### src/rtl/branch_resolve_unit.sv
// branch_resolve_unit
//   Tracks predictions issued at fetch in an in-order FIFO and compares each
//   one against the outcome computed at execute. It drives the predictor
//   training strobe, raises a one-cycle mispredict/redirect, flushes
//   wrong-path entries, and keeps saturating branch/mispredict counters.
//
// Ports
//   clk, rst_n        clock, synchronous active-low reset
//   push_en           fetch issues a predicted branch this cycle
//   push_taken        predicted direction
//   push_target       predicted taken target
//   push_fallthru     sequential PC of the branch (PC+4)
//   push_ready        FIFO not full; fetch stalls when low
//   res_valid         execute resolves the oldest in-flight branch
//   res_taken         actual direction
//   res_target        actual taken target
//   update_en         one-cycle predictor training strobe
//   real_br_taken     actual direction presented with update_en
//   mispredict        one-cycle flush/redirect strobe
//   redirect_pc       correct fetch PC, valid with mispredict
//   resolve_err       sticky: resolve seen with no prediction in flight
//   br_count          resolved branches (saturating)
//   mp_count          mispredicted branches (saturating)
module branch_resolve_unit #(
  parameter int DEPTH = 4,
  parameter int AW    = 32,
  parameter int CW    = 16
) (
  input  logic          clk,
  input  logic          rst_n,
  input  logic          push_en,
  input  logic          push_taken,
  input  logic [AW-1:0] push_target,
  input  logic [AW-1:0] push_fallthru,
  output logic          push_ready,
  input  logic          res_valid,
  input  logic          res_taken,
  input  logic [AW-1:0] res_target,
  output logic          update_en,
  output logic          real_br_taken,
  output logic          mispredict,
  output logic [AW-1:0] redirect_pc,
  output logic          resolve_err,
  output logic [CW-1:0] br_count,
  output logic [CW-1:0] mp_count
);

  localparam int PW = $clog2(DEPTH);

  function automatic logic [CW-1:0] sat_inc(input logic [CW-1:0] v);
    return (&v) ? v : v + CW'(1);
  endfunction

  // FIFO storage (data only, never reset) and control state
  logic          mem_taken    [DEPTH];
  logic [AW-1:0] mem_target   [DEPTH];
  logic [AW-1:0] mem_fallthru [DEPTH];
  logic [PW-1:0] rd_ptr, wr_ptr;
  logic [PW:0]   count;

  logic          empty, full, do_res, wrong, flush, push_ok;
  logic          head_taken;
  logic [AW-1:0] head_target, head_fallthru;

  logic          update_en_p1, real_br_taken_p1, mispredict_p1, resolve_err_p1;
  logic [AW-1:0] redirect_pc_p1;
  logic [CW-1:0] br_count_p1, mp_count_p1;

  // Stage p0: compare oldest entry against the execute outcome
  always_comb begin
    empty         = (count == '0);
    full          = (count == (PW+1)'(DEPTH));
    head_taken    = mem_taken[rd_ptr];
    head_target   = mem_target[rd_ptr];
    head_fallthru = mem_fallthru[rd_ptr];
    do_res        = res_valid & ~empty;
    wrong         = (head_taken != res_taken) |
                    (head_taken & res_taken & (head_target != res_target));
    flush         = do_res & wrong;
    // A correct pop frees a slot this same cycle, so a push into a full
    // FIFO is accepted then; a flush drops the wrong-path push.
    push_ok       = push_en & ~flush & (~full | do_res);
  end

  always_ff @(posedge clk) begin
    if (push_ok) begin
      mem_taken[wr_ptr]    <= push_taken;
      mem_target[wr_ptr]   <= push_target;
      mem_fallthru[wr_ptr] <= push_fallthru;
    end
  end

  // Stage p1: registered resolution results, pointers and counters
  always_ff @(posedge clk) begin
    if (!rst_n) begin
      rd_ptr           <= '0;
      wr_ptr           <= '0;
      count            <= '0;
      update_en_p1     <= 1'b0;
      real_br_taken_p1 <= 1'b0;
      mispredict_p1    <= 1'b0;
      resolve_err_p1   <= 1'b0;
      redirect_pc_p1   <= '0;
      br_count_p1      <= '0;
      mp_count_p1      <= '0;
    end else begin
      update_en_p1  <= do_res;
      mispredict_p1 <= flush;
      if (res_valid && empty) resolve_err_p1 <= 1'b1;
      if (do_res) begin
        real_br_taken_p1 <= res_taken;
        br_count_p1      <= sat_inc(br_count_p1);
      end
      if (flush) begin
        redirect_pc_p1 <= res_taken ? res_target : head_fallthru;
        mp_count_p1    <= sat_inc(mp_count_p1);
        rd_ptr         <= wr_ptr;
        count          <= '0;
      end else begin
        if (do_res)  rd_ptr <= rd_ptr + PW'(1);
        if (push_ok) wr_ptr <= wr_ptr + PW'(1);
        if (push_ok && !do_res)      count <= count + (PW+1)'(1);
        else if (!push_ok && do_res) count <= count - (PW+1)'(1);
      end
    end
  end

  assign push_ready    = ~full;
  assign update_en     = update_en_p1;
  assign real_br_taken = real_br_taken_p1;
  assign mispredict    = mispredict_p1;
  assign redirect_pc   = redirect_pc_p1;
  assign resolve_err   = resolve_err_p1;
  assign br_count      = br_count_p1;
  assign mp_count      = mp_count_p1;

endmodule

### config.mk
export PLATFORM = sky130hd
export DESIGN_NAME = branch_resolve_unit
export DESIGN_NICKNAME = d
export VERILOG_FILES = /design/src/rtl/branch_resolve_unit.sv
export SDC_FILE = /design/constraint.sdc
export NUM_CORES = 1
export LEC_CHECK = 0
export ABC_AREA = 1
export BUFFER_PORTS_ARGS = -buffer_cell sky130_fd_sc_hd__buf_2
export CORE_UTILIZATION = 50
export CTS_CLUSTER_DIAMETER = 30
export DETAILED_ROUTE_END_ITERATION = 12
export PLACE_DENSITY = 0.7
export SLEW_MARGIN = 20
export SYNTH_ARGS = -nofsm -noshare
export SYNTH_HDL_FRONTEND = slang
export SYNTH_SLANG_ARGS = --single-unit
### constraint.sdc
create_clock -name clk -period 7 [get_ports clk]
set_clock_uncertainty 0.1 [all_clocks]
set_input_delay 0 -clock clk [delete_from_list [all_inputs] [get_ports clk]]
set_output_delay 0 -clock clk [all_outputs]
set_load 0.02 [all_outputs]
==> metrics.md <==
| Metric | Value |
|---|---|
| Status | `finished, final reports clean` |
| Cell breakdown of the critical path | `clkinv_2 > buf_4 > o21ai_0 > o22ai_1 > ha_1 > inv_1 > nand2_2 > nand2_2 > buf_4 > nand2_1 > nor2_4 > buf_12` |
| Floorplan core area | `27800 um2` |
| Root Driver | `clkbuf_16` |
| Worst EP arrival | `5.55 ns` |
| Slew Limit Fails | `0` |
| CTS tree | `built` |
| Crit path launch type | `register` |
| First-pass GRT wire length | `58300 um` |
| Initial DRC count | `1026` |
| Synthesis Warnings | `0` |
| Synthesis-to-layout area growth | `32.9%` |
| Largest family of logic cells by synthesized area | `simple AND/OR/NAND/NOR gates` |
| Vias | `11300` |
| Hold slack | `0.0893 ns` |
| Remaining Overflow, GRT | `0` |
| Fraction of layout cells with a size suffix above 1 | `18.2%` |
| Max stage delay on crit path | `0.93 ns` |
| Count of final setup violators | `0` |
| CTS H-tree lvls | `3` |
| ANT nets after route | `0` |
| Worst Path Max Fanout | `69` |
| Crit-path slowest cell | `clkinv_2` |
| # hold bufs at CTS | `127` |
| RSZ-0062 raised after global routing | `false` |
| CTS buffer count | `66` |
| Multiplexer share of the synthesized area | `0%` |
| Peak supply drop | `0.000265 V` |
| Vias in the first global route | `11200` |
| Post-synth EDFFs | `260` |
| Worst EP required | `7.12 ns` |
| Largest area contributor in the netlist | `edfxtp_1` |
| Netlist cell types | `33` |
| Synth top area share | `55.3%` |
| Commonest non-fill, non-tap cell in the layout | `nand2_1` |
| Synthesized net count | `1467` |
| Max_cap viols | `0` |
| GRT Total Usage | `26.4%` |
| Syn avg cell area | `10.4 um2` |
| Routed WL | `37300 um` |
| Power Dens Cells | `401 nW/um2` |
| Clock sinks | `337` |
| Setup tns final | `0 ns` |
| Layout Nets | `1773` |
| I/O Buffers | `170` |
| Die Y | `170 um` |
| Via/cell ratio | `5.39` |
| Synthesis-stage register bit count | `337` |
| WS Path Type | `reg -> reg` |
| DIE AREA | `28900 um2` |
| Fmax | `0.184 GHz` |
| Complex-gate fraction of the synthesized area | `7.57%` |
| Sequential share of the synthesized area | `66.2%` |
| Synthesized cell area | `14100 um2` |
| Post-CTS Setup Bufs | `0` |
| Commonest cells after routing, fill and taps aside | `nand2_1, edfxtp_1, buf_2` |
| Simple-Gate Fraction of Synth Area | `19.6%` |
| Mapped Cells | `1356` |
| Largest net degree at the start of global routing | `83` |
| Dpl hpwl | `21100 um` |
| Bufs on Longest Clock Path | `3` |
| Worst min path class | `in -> reg` |
| Clock latency on the worst-skew pair | `0.56 ns` |
| Initial antenna violation count | `2` |
| Final hold violations | `0` |
| Worst-path clk slew | `0.05 ns` |
| TritonRoute pass-1 iters | `5` |
| GPL Wtd Cong | `0.827` |
| Drt drc | `0` |
| Slew headroom | `29.8%` |
| Tmin final | `5.43 ns` |
| Rows | `61` |
| Crit path capture type | `register` |
| XOR/XNOR Fraction of Synth Area | `1.05%` |
| Post-synth ARST share | `0%` |
| Initial core utilization | `50.9%` |
| DR WL/cell | `17.8 um` |
| Period Utilization, post-route | `77.6%` |
| Die width | `170 um` |
| Post-CTS resize count | `0` |
| Adder-cell share of the synthesized area | `0.850%` |
| Measured slew at the worst slew-check pin | `1.05 ns` |
| Io pins | `171` |
| Most used flip-flop cell after synthesis | `edfxtp_1` |
| R2R Setup Slk | `1.57 ns` |
| Synth top area cells | `edfxtp_1, dfxtp_1, nand2_1` |
| P_leak | `7.66 nW` |
[state kept, by name, summed over array words and instances (netlist names), named ones only]
register       count
br_count          16
count              3
mem_fallthru     128
mem_taken          4
mem_target       128
mispredict         1
mp_count          16
rd_ptr             2
real_br_taken      1
redirect_pc       32
resolve_err        1
update_en          1
wr_ptr             2
[Yosys cell counts (12+ instances only)]
master	number
nand2_1	369
edfxtp_1	260
nand3_1	143
nor2_1	105
inv_1	80
o21ai_0	79
dfxtp_1	77
clkbuf_1	38
a21oi_1	32
o22ai_1	28
o2111ai_1	27
buf_2	19
nand4_1	18
nor3_1	12
[logic make-up (layout without fill, tap and decap cells)]
logic type	after synthesis	count (layout)
simple gates	660	660
xor+xnor	17	17
other cells	0	2
fa+ha+maj	9	9
compound gates	178	178
buf+inv	155	515
flops	337	337
[worst max-delay path, delay by kind of cell (launching register included)]
family,cells,cell delay [ns]
adder cells (fa/ha/maj),1,0.28
buffers and inverters,5,2.39
flip-flops,1,0.66
AND/OR/NAND/NOR,4,1.25
AO/OA/AOI/OAI,2,0.35
[routing by layer]
metal | up-vias | global-route usage (%) | wire (um)
met5 | - | 0 | 0
li1 | 5360 | - | -
met2 | 496 | 44.6 | 18400
met1 | 5343 | 32.6 | 14700
met4 | 0 | 12.7 | 1310
met3 | 89 | 5.00 | 2860
[report_power, final]
part           switching [W]  internal [W]  total [W]
registers           0.000140       0.00248    0.00262
clock network        0.00103       0.00211    0.00314
logic                0.00121      0.000558    0.00177
[through the flow]
step                util [%]  setup slack [ns]  instance area [um2]  std cells  total power, W
global route            67.6              1.15                18800       2096         0.00787
finish                  67.6              1.57                18800       2096         0.00752
floorplan                  -              1.45                14100       1356         0.00380
detailed placement      54.9              1.57                15200       1845         0.00428
CTS                     67.6              1.55                18800       2094         0.00753
global placement        54.9              1.67                15200       1845         0.00423
[worst paths after layout]
path / from / end / cells after the start
worst min-delay path: push_target[30] / mem_target[2][30]$_DFFE_PP_ / 2
worst min register to register: br_count[8]$_SDFFE_PN0P_ / br_count[8]$_SDFFE_PN0P_ / 2
worst max-delay path: register / mem_target[0][23]$_DFFE_PP_ / 12
worst max register to register: register / mem_target[0][23]$_DFFE_PP_ / 12
[final cells by class]
| class | count | area [um2] |
|---|---|---|
| multi-input combinational | 864 | 4130 |
| timing repair buffer | 311 | 2240 |
| sequential | 337 | 9350 |
| clock inverter | 43 | 445 |
| inverter | 82 | 309 |
| clock buffer | 79 | 1810 |
| fill | 2058 | 9010 |
| tap | 378 | 473 |
| antenna | 2 | 5.00 |
No activity file was read; power rests on OpenSTA's default activity.
